[src/rtl/uart_rx_fifo.sv]
// UART 8N1 receiver oversampled on core_clk, feeding a show-ahead FIFO
// drained by a valid/ready handshake; framing errors and overflows pulse.
module uart_rx_fifo #(
    parameter int CLKS_PER_BIT = 40,
    parameter int FIFO_DEPTH   = 8,
    parameter int ADDR_W       = 3
) (
    input  logic              core_clk,
    input  logic              rst,
    input  logic              rxd,
    output logic [7:0]        rx_data,
    output logic              rx_valid,
    input  logic              rx_ready,
    output logic [ADDR_W:0]   fifo_count,
    output logic              frame_err,
    output logic              overflow
);

    localparam int CNT_W = $clog2(CLKS_PER_BIT);
    localparam logic [CNT_W-1:0] HALF_LAST = CNT_W'(CLKS_PER_BIT / 2 - 1);
    localparam logic [CNT_W-1:0] BIT_LAST  = CNT_W'(CLKS_PER_BIT - 1);
    localparam logic [ADDR_W:0]  FULL_CNT  = (ADDR_W + 1)'(FIFO_DEPTH);

    typedef enum logic [2:0] {
        WAIT_IDLE,
        IDLE,
        START,
        DATA,
        STOP
    } state_t;

    logic             sync1;
    logic             rxs;
    state_t           state;
    state_t           state_n;
    logic [CNT_W-1:0] cnt;
    logic [CNT_W-1:0] cnt_n;
    logic [2:0]       bit_idx;
    logic [2:0]       bit_idx_n;
    logic [7:0]       shreg;
    logic [7:0]       shreg_n;
    logic             push;
    logic             frame_err_n;

    logic [7:0]        mem [FIFO_DEPTH];
    logic [ADDR_W-1:0] wr_ptr;
    logic [ADDR_W-1:0] rd_ptr;
    logic [ADDR_W:0]   count_n;
    logic              full;
    logic              pop;
    logic              push_ok;
    logic              overflow_n;

    always_comb begin
        state_n     = state;
        cnt_n       = cnt;
        bit_idx_n   = bit_idx;
        shreg_n     = shreg;
        push        = 1'b0;
        frame_err_n = 1'b0;
        case (state)
            WAIT_IDLE: begin
                if (rxs) state_n = IDLE;
            end
            IDLE: begin
                if (!rxs) begin
                    state_n = START;
                    cnt_n   = '0;
                end
            end
            START: begin
                if (cnt == HALF_LAST) begin
                    if (!rxs) begin
                        state_n   = DATA;
                        cnt_n     = '0;
                        bit_idx_n = '0;
                    end else begin
                        state_n = IDLE;
                    end
                end else begin
                    cnt_n = cnt + 1'b1;
                end
            end
            DATA: begin
                if (cnt == BIT_LAST) begin
                    shreg_n   = {rxs, shreg[7:1]};
                    cnt_n     = '0;
                    bit_idx_n = bit_idx + 1'b1;
                    if (bit_idx == 3'd7) state_n = STOP;
                end else begin
                    cnt_n = cnt + 1'b1;
                end
            end
            STOP: begin
                if (cnt == BIT_LAST) begin
                    // Leave mid stop bit so a back-to-back start edge is not missed
                    if (rxs) begin
                        push    = 1'b1;
                        state_n = IDLE;
                    end else begin
                        frame_err_n = 1'b1;
                        state_n     = WAIT_IDLE;
                    end
                end else begin
                    cnt_n = cnt + 1'b1;
                end
            end
            default: state_n = WAIT_IDLE;
        endcase
    end

    assign rx_valid = (fifo_count != '0);
    assign rx_data  = mem[rd_ptr];
    assign full     = (fifo_count == FULL_CNT);
    assign pop      = rx_valid && rx_ready;
    // A full FIFO still accepts a byte when the head leaves in the same cycle
    assign push_ok    = push && (!full || pop);
    assign overflow_n = push && !push_ok;

    always_comb begin
        count_n = fifo_count;
        case ({push_ok, pop})
            2'b10:   count_n = fifo_count + 1'b1;
            2'b01:   count_n = fifo_count - 1'b1;
            default: count_n = fifo_count;
        endcase
    end

    always_ff @(posedge core_clk) begin
        if (rst) begin
            sync1      <= 1'b1;
            rxs        <= 1'b1;
            state      <= WAIT_IDLE;
            cnt        <= '0;
            bit_idx    <= '0;
            shreg      <= '0;
            wr_ptr     <= '0;
            rd_ptr     <= '0;
            fifo_count <= '0;
            frame_err  <= 1'b0;
            overflow   <= 1'b0;
        end else begin
            sync1      <= rxd;
            rxs        <= sync1;
            state      <= state_n;
            cnt        <= cnt_n;
            bit_idx    <= bit_idx_n;
            shreg      <= shreg_n;
            fifo_count <= count_n;
            frame_err  <= frame_err_n;
            overflow   <= overflow_n;
            if (push_ok) wr_ptr <= wr_ptr + 1'b1;
            if (pop)     rd_ptr <= rd_ptr + 1'b1;
        end
    end

    always_ff @(posedge core_clk) begin
        if (push_ok) mem[wr_ptr] <= shreg;
    end

endmodule

[config.mk]
export PLATFORM = sky130hd
export DESIGN_NAME = uart_rx_fifo
export DESIGN_NICKNAME = d
export VERILOG_FILES = /design/src/rtl/uart_rx_fifo.sv
export SDC_FILE = /design/constraint.sdc
export NUM_CORES = 1
export LEC_CHECK = 0
export ABC_CLOCK_PERIOD_IN_PS = 3900
export CAP_MARGIN = 25
export CORE_MARGIN = 1
export CORE_UTILIZATION = 50
export DETAILED_ROUTE_END_ITERATION = 10
export HOLD_SLACK_MARGIN = 0.06
export PLACE_DENSITY = 0.65
export SYNTH_ARGS = -nofsm -noshare
export SYNTH_HDL_FRONTEND = slang
export SYNTH_SLANG_ARGS = --single-unit
[constraint.sdc]
create_clock -name core_clk -period 3.9 [get_ports core_clk]
set_input_delay 0.39 -clock core_clk [delete_from_list [all_inputs] [get_ports core_clk]]
set_output_delay 0.39 -clock core_clk [all_outputs]
set_load 0.02 [all_outputs]
* Yosys cells after proc, flatten, opt, wreduce, memory -nomap -nowiden
Memories as Yosys holds them, arrays and structs flattened. A register that Yosys moved wholly into a read port is not among the register bits. Index checks and enable logic that the tools add are counted.
Cells by class: add/subtract/negate cells 6, bitwise gates (word level) 2, reductions and logical operators 16, mux-type cells 27, eq/ne operators 18
Operators by type and width (count):
- two-way mux 3 bit | 11
- two-way mux 6 bit | 4
- one-hot mux 6 bit (4 select lines) | 1
- inequality test 2 bit, second input constant | 8
- one-hot mux 3 bit (5 select lines) | 1
- adder 3 x 1 -> 3 bit, second input constant | 3
- one-hot mux 4 bit (2 select lines) | 1
- nonzero test 4 bit | 2
- two-way mux 1 bit | 7
- adder 6 x 1 -> 6 bit, second input constant | 1
- equality test 3 x 2 -> 1 bit, second input constant | 2
- equality test 3 bit, second input constant | 2
- equality test 6 x 5 -> 1 bit, second input constant | 1
- equality test 6 bit, second input constant | 1
- one-hot mux 3 bit (2 select lines) | 1
- AND reduction 6 bit | 1
- adder 4 x 1 -> 4 bit, second input constant | 1
- equality test 4 bit, second input constant | 1
- AND reduction 2 bit | 2
- AND reduction 4 bit | 1
- nonzero test 2 bit | 2
- subtractor 4 x 1 -> 4 bit, second input constant | 1
- equality test 3 x 1 -> 1 bit, second input constant | 1
- logical AND 1 bit | 3
- other kinds (8) | 10
Word-level totals: word-level logic and storage cells 81, memories kept 1, memory bits (writable) 64, output and inout port bits 15, flip-flop bits (word level) 34, input bits 4
Memories:
- mem | words 8, width 8, rd ports 1, clocked after memory_dff 1, wr ports 1, RTL line 45 | logic [7:0] mem [FIFO_DEPTH];

* Depth between registers and ports, before layout
Gate-level depths: netlist (run 1).
depth after elaboration 6, depth in mapped cells 11

* Worst setup path after synthesis (run 1)
OpenSTA, ideal clock, no wires.
path type flip-flop to flip-flop, start register cnt[0], end memory mem[0][0], enable pin, arrival 2.083 ns, clock period less this slack 2.467 ns, library setup time 0.383 ns, cell stages (with the launch flop) 6, data required time 3.517 ns, slack 1.433 ns, cells stage by stage dfxtp_1 > ha_1 > and4bb_4 > nand4_2 > or3_4 > nor3_1
Between the ends: longest elaborated chain between the ends 6
Ends and longest elaborated chain:
- from (decl) | RTL line 36 | logic [CNT_W-1:0] cnt;
- from (signal assigned) | RTL line 146 | cnt <= cnt_n;
- equality test 6 bit | RTL line 95 | if (cnt == BIT_LAST) begin
- two-way mux 1 bit | RTL line 95
- two-way mux 1 bit | RTL line 61 | case (state)
- logical AND 1 bit | RTL line 117 | assign push_ok = push && (!full || pop);
- two-way mux 1 bit | RTL line 158 | if (push_ok) mem[wr_ptr] <= shreg;
- two-way mux 1 bit (implied by the code) | RTL line 158
- to (decl) | RTL line 45
No other way between the ends.

==> impl_metrics.csv, run 1 <==
group,metric,value,unit
synth,synth-main-ff-cell,"edfxtp_1",
global_route,antenna_found_initial,0,
flow_run,maxCapViolations,0,
setup_path,critPathMaxFanout,16,
clocking,clkLatencyLatePin,0.37,ns
synth,yosys_register_bits,101,
timing,finalSetupViolations,0,
synth,synth-seq-area-share,62.4,%
setup_path,cp_data_arrival_time,2.44,ns
clocking,clkSinkCount,101,
timing,hold_ws,0.417,ns
floorplanning,dieArea,8910,sq um
timing,slew_viol_final,0,
outcome,outcome,"completed",
timing,hold_violations,0,
clocking,cts.clk_slew.worst_paths,0.09,ns
timing,fin_crit_sh,72.4,%
timing,layout_setup_ws,1.07,ns
detailed_routing,drt_iter0_drc,71,
final_layout,areaGrowthSynthToFinish,10.5,%
clocking,ctsHtreeMaxLevel,3,
final_layout,finish.net_count,323,
detailed_routing,wl_met1,3240,um
detailed_routing,routed-via-count,2350,
synth,netlist_area,4270,sq um
setup_path,crit_path_start_kind,"flop",
timing,max_clock_freq,354,MHz
synth,async_flop_share,0,%
floorplanning,start_util,51.9,%
timing,relSlewSlack,48.0,%
setup_path,path_class,"reg -> out",
detailed_routing,drt-pass1-iter-count,4,
floorplanning,core,8220,sq um
global_route,grt_pass1_wl,11500,um
placed_design,pre_cts_slack,1.24,ns
placed_design,placed_cell_area,4530,sq um
detailed_routing,wire_per_inst,17.0,um
global_route,gr-total-overflow,0,
synth,synth_edf_count,64,
synth,yosys_warnings,0,
global_route,grt_usage,17.7,%
worst_hold_path,hold_class,"reg -> reg",
timing,skew,0.0151,ns
global_route,grt_pass1_vias,2313,
timing,rsz0062_at_grt,"no",
detailed_routing,wl,7150,um
clocking,cts_buffers,9,
detailed_routing,antenna_left,0,
final_layout,final_util,57.4,%
final_layout,regArea,2660,sq um
synth,ys_types,59,
floorplanning,die_w,94.4,um
detailed_routing,top_layer,"met4",
setup_path,cp.required,3.51,ns
clocking,post-cts-setup-buffers,0,
clocking,cts_resized,0,
detailed_routing,routed_via_density,5.58,
final_layout,finalNonFillerCells,421,
power_and_ir_drop,powerDensity,525,nW/um^2
floorplanning,io_pins,19,
timing,fin_crit,2.83,ns
synth,syn_inst,290,
placed_design,dp_cells,405,
final_layout,stdcell_area,4710,sq um
final_layout,fillers,663,
power_and_ir_drop,vdd_drop_max,0.512,mV
clocking,clk_path_buf_depth,2,
power_and_ir_drop,finalPower,2.48,mW
synth,avgSynthCellArea,14.7,sq um
final_layout,drive_above_1_share,21.2,%
detailed_routing,wl_met3,201,um
floorplanning,num_rows,33,
floorplanning,dieHeight,94.4,um
power_and_ir_drop,leakage,1.57,nW
clocking,cts_hold_buffers,0,
timing,tns,0,ns
clocking,cts_tree,"yes",
placed_design,port_buffers,18,
final_layout,diodes,0,
clocking,cts_root_buf,"clkbuf_8",
global_route,grt_max_degree,21,
synth,syn-num-nets,302,
setup_path,endpoint_kind,"output port",
placed_design,gp_congestion,0.883,
placed_design,dp_hpwl,4700,um
detailed_routing,drc,0,
timing,worstMarginPinSlew,0.779,ns
detailed_routing,wl_met2,3580,um
final_layout,multiInputGateArea,1480,sq um
==> cell usage after synthesis (2+ instances only) <==
library cell  instances  area [sq um]
inv_1                 6          22.5
nor3b_1               6          45.0
buf_2                 2          10.0
nand3b_1              2          15.0
mux4_2               16           360
nor2_1               29           109
nand3_1               3          15.0
mux2i_1              12           120
nor3b_2               2          25.0
nor3_1                6          30.0
a22oi_1               4          30.0
nor4b_1               2          17.5
mux2_2                8          90.1
dfxtp_1              37           741
a21oi_1               9          45.0
ha_1                  7          87.6
and3_1                2          12.5
and2_1                2          12.5
clkbuf_1              5          18.8
edfxtp_1             64          1920
buf_4                 2          15.0
o21ai_0               6          30.0
nand2_1              12          45.0
xnor2_1               6          52.6
clkbuf_8              3          41.3
or2_2                 4          25.0
==> power by group <==
| group | switching, mW | internal, mW | total, mW |
|---|---|---|---|
| Sequential | 0.0531 | 1.16 | 1.21 |
| Combinational | 0.292 | 0.351 | 0.643 |
| Clock | 0.377 | 0.246 | 0.623 |
==> layout make-up <==
type | count | area share, %
timing repair buffer | 24 | 4.78
clock buffer | 9 | 2.63
inverter | 6 | 0.478
sequential | 101 | 56.5
multi-input combinational | 169 | 31.5
clock inverter | 7 | 1.35
tap | 105 | 2.79
==> worst max-delay path: stages (launching register included) <==
cell and delay [ns]:
dfxtp_1 0.84, mux4_2 0.42, mux2_2 0.28, clkdlybuf4s50_1 0.54
==> cells by family after synthesis <==
kind of cell	after synthesis	share of synthesized area (%)
compound gates	33	5.34
flops	101	62.4
buf+inv	20	2.82
mux	38	14.3
xor+xnor	7	1.44
simple gates	83	11.2
fa+ha+maj	8	2.52
==> state kept, by name, indices dropped and copies added, names as in the netlist, 3 cells and up, named ones only <==
signal,flops
bit_idx,3
state,3
shreg,8
wr_ptr,3
mem,64
rd_ptr,3
fifo_count,4
cnt,6
==> metal layers <==
metal,vias up,track usage (%)
met1,1167,22.5
met5,-,0
met4,0,7.69
li1,1137,-
met3,10,3.22
met2,36,29.6
==> path summary, 6_finish.rpt <==
kind | slack (ns) | cells past startpoint | from | end
worst min register to register | 0.42 | 1 | sync1$_SDFF_PP1_ | rxs$_SDFF_PP1_
worst max register to register | 1.27 | 4 | state[2]$_SDFFE_PP0P_ | mem[2][7]$_DFFE_PP_
worst min-delay path | 0.42 | 1 | sync1$_SDFF_PP1_ | rxs$_SDFF_PP1_
worst max-delay path | 1.07 | 3 | flop | rx_data[5]
==> placed cells by master, fill, tap and decap left out, types with 2 or more instances in the layout <==
| cell type | netlist | final |
|---|---|---|
| inv_1 | 6 | 6 |
| dfxtp_1 | 37 | 37 |
| a21oi_1 | 9 | 9 |
| inv_6 | 0 | 2 |
| xnor2_1 | 6 | 6 |
| mux2_2 | 8 | 8 |
| nor3_1 | 6 | 6 |
| and3_1 | 2 | 2 |
| and2_1 | 2 | 2 |
| inv_8 | 0 | 2 |
| nor3b_1 | 6 | 6 |
| o21ai_0 | 6 | 6 |
| buf_4 | 2 | 6 |
| clkdlybuf4s50_1 | 0 | 18 |
| edfxtp_1 | 64 | 64 |
| ha_1 | 7 | 7 |
| clkbuf_8 | 3 | 9 |
| or2_2 | 4 | 4 |
| nand3_1 | 3 | 3 |
| nand2_1 | 12 | 12 |
| nor4b_1 | 2 | 2 |
| nand3b_1 | 2 | 2 |
| mux2i_1 | 12 | 12 |
| clkinvlp_4 | 0 | 2 |
| mux4_2 | 16 | 16 |
| nor3b_2 | 2 | 2 |
| nor2_1 | 29 | 29 |
| a22oi_1 | 4 | 4 |
Power figures use the tool's default switching activity.
==> inputs of run 2 (changes only) <==
- ABC_CLOCK_PERIOD_IN_PS: 3900 -> 2350
- PLACE_DENSITY: 0.65 -> 0.67
- clock period: 3.9 -> 2.35 ns (I/O delays scaled with it)
==> run 2 against run 1 <==
Effect of this change:
- die area did not move
- count of clock-buffer cells in the layout rose by 2
- setup slack got worse by 0.99 ns
- clock power rose by 64%
- largest power group unchanged
- highest routed layer unchanged
==> impl_metrics.csv, run 2 (synthesis gave the netlist of run 1 again) <==
group,metric,value,unit
detailed_routing,drt-pass1-iter-count,4,
final_layout,top_regs,"mem: 64 flops, shreg: 8 flops, cnt: 6 flops",
timing,fin_crit_sh,96.3,%
worst_hold_path,hold_class,"reg -> reg",
floorplanning,dieHeight,94.4,um
final_layout,areaGrowthSynthToFinish,15.9,%
floorplanning,die_w,94.4,um
global_route,grt_pass1_vias,2415,
floorplanning,io_pins,19,
timing,fin_crit,2.26,ns
power_and_ir_drop,power_switching,1.24,mW
setup_path,crit_path_start_kind,"flop",
placed_design,dp_hpwl,4740,um
timing,worstMarginPinSlew,0.470,ns
placed_design,gp_congestion,0.812,
power_and_ir_drop,power_frac_seq,45.6,%
placed_design,dp_cells,423,
timing,hold_ws,0.420,ns
placed_design,port_buffers,18,
setup_path,endpoint_kind,"output port",
global_route,antenna_found_initial,0,
detailed_routing,routed_via_density,5.54,
power_and_ir_drop,internal_power,3.08,mW
timing,slew_viol_final,0,
setup_path,cp_slowest_stage_delay,0.50,ns
setup_path,critPathMaxFanout,8,
final_layout,finish.net_count,345,
setup_path,critPathBufInv,2,
clocking,cts_root_buf,"clkbuf_8",
clocking,cts_hold_buffers,0,
final_layout,largest_register,"mem",
clocking,clk_path_buf_depth,2,
setup_path,path_class,"reg -> out",
setup_path,cp.required,2.12,ns
power_and_ir_drop,leakage,1.71,nW
final_layout,mostFrequentLayoutCells,"edfxtp_1, dfxtp_1, nor2_1, buf_4, mux4_2",
final_layout,multiInputGateArea,1530,sq um
setup_path,cp_data_arrival_time,2.03,ns
flow_run,maxCapViolations,0,
timing,skew,0.0144,ns
floorplanning,core,8220,sq um
global_route,grt_usage,18.9,%
clocking,clkLatencyLatePin,0.36,ns
global_route,grt_pass1_wl,12200,um
timing,hold_violations,0,
timing,relSlewSlack,68.6,%
power_and_ir_drop,vdd_drop_max,0.810,mV
final_layout,fillers,629,
final_layout,drive_above_1_share,29.9,%
setup_path,cp_cell_sequence,"clkbuf_16, mux4_2, mux2_2, dlygate4sd2_1",
floorplanning,num_rows,33,
final_layout,layout_commonest_cell,"edfxtp_1",
power_and_ir_drop,powerDensity,874,nW/um^2
power_and_ir_drop,clkPwrFrac,23.5,%
clocking,clkSinkCount,101,
floorplanning,dieArea,8910,sq um
detailed_routing,drc,0,
floorplanning,start_util,51.9,%
detailed_routing,wl,7520,um
clocking,cts_tree,"yes",
final_layout,finalNonFillerCells,443,
timing,finalSetupViolations,0,
detailed_routing,drt_iter0_drc,133,
global_route,gr-total-overflow,0,
global_route,grt_max_degree,36,
detailed_routing,routed-via-count,2454,
final_layout,regArea,2670,sq um
clocking,ctsHtreeMaxLevel,3,
final_layout,diodes,0,
final_layout,largest_register_ffs,64,
power_and_ir_drop,finalPower,4.32,mW
placed_design,pre_cts_slack,-0.0115,ns
power_and_ir_drop,switching_share,28.8,%
detailed_routing,wire_per_inst,17.0,um
outcome,outcome,"completed",
setup_path,crit_family,"multiplexers",
detailed_routing,antenna_left,0,
timing,max_clock_freq,442,MHz
power_and_ir_drop,pwr-share-comb,30.9,%
clocking,cts.clk_slew.worst_paths,0.09,ns
clocking,cts_buffers,9,
timing,layout_setup_ws,0.0874,ns
setup_path,worst_path_max_delay_cell,"mux4_2",
timing,rsz0062_at_grt,"no",
run 2: changes by cell type in the layout (fill, tap and decap cells not counted), sizes merged:
| cell | before | now |
|---|---|---|
| clkdlybuf4s50 | 18 | 10 |
| inv | 10 | 8 |
| buf | 6 | 27 |
| dlygate4sd2 | 0 | 8 |
| clkbuf | 9 | 12 |
| clkinv | 1 | 0 |
| clkinvlp | 2 | 3 |
run 2: repair_timing:
action	in CTS	in global routing
setup endpoints to repair	9	19
pin swaps	0	3
cloned	0	1
buffers inserted	0	3
gates resized for setup	9	6
run 2: worst paths after layout:
kind         slack (ns)                          to  cells past startpoint                  startpoint
max                0.09                  rx_data[3]                      4                        flop
min                0.42              rxs$_SDFF_PP1_                      1            sync1$_SDFF_PP1_
max reg2reg        0.12  fifo_count[3]$_SDFFE_PP0P_                     10  fifo_count[2]$_SDFFE_PP0P_
min reg2reg        0.42              rxs$_SDFF_PP1_                      1            sync1$_SDFF_PP1_
run 2: routing by layer:
layer  track usage [%]  up-vias  share of wire [%]
met3              4.11       13                3.0
met5                 0        -                  0
met4              8.33        0                2.6
met1              23.8     1214                 45
met2              31.5       46                 49
li1                  -     1181                  -
run 2: area by class of cell:
| type | instances | area share (%) |
|---|---|---|
| multi-input combinational | 169 | 30.9 |
| clock buffer | 11 | 2.86 |
| tap | 105 | 2.66 |
| inverter | 6 | 0.455 |
| timing repair buffer | 46 | 8.30 |
| clock inverter | 5 | 0.860 |
| sequential | 101 | 54.0 |
run 2: power by group through the flow:
| stage | Sequential, mW | Combinational (mW) | Clock (mW) |
|---|---|---|---|
| final | 1.97 | 1.33 | 1.02 |
| after global routing | 1.98 | 1.45 | 1.12 |
| after CTS | 1.96 | 1.23 | 1.06 |
| after detailed placement | 2.00 | 1.24 | 0 |
| after global placement | 2.00 | 1.22 | 0 |
| after floorplan | 2.05 | 0.778 | 0 |
run 2: per-stage QoR:
stage          utilization, %  instance area, sq um  setup TNS [ns]
6_report                 60.2                  4940               0
5_1_grt                  60.2                  4940               0
4_1_cts                  59.3                  4870               0
3_5_place_dp             57.1                  4700         -0.0115
3_3_place_gp             57.1                  4700               0
2_1_floorplan               -                  4290               0
run 2: worst register-to-register path: stages, from the launching register on:
cell and delay [ns]:
dfxtp_2 0.33, or4_4 0.54, and2_4 0.19, nand2_2 0.06, inv_1 0.09, ha_4 0.22
a21o_1 0.18, a21oi_2 0.15, and3_4 0.20, o21a_1 0.11, nor3_1 0.04
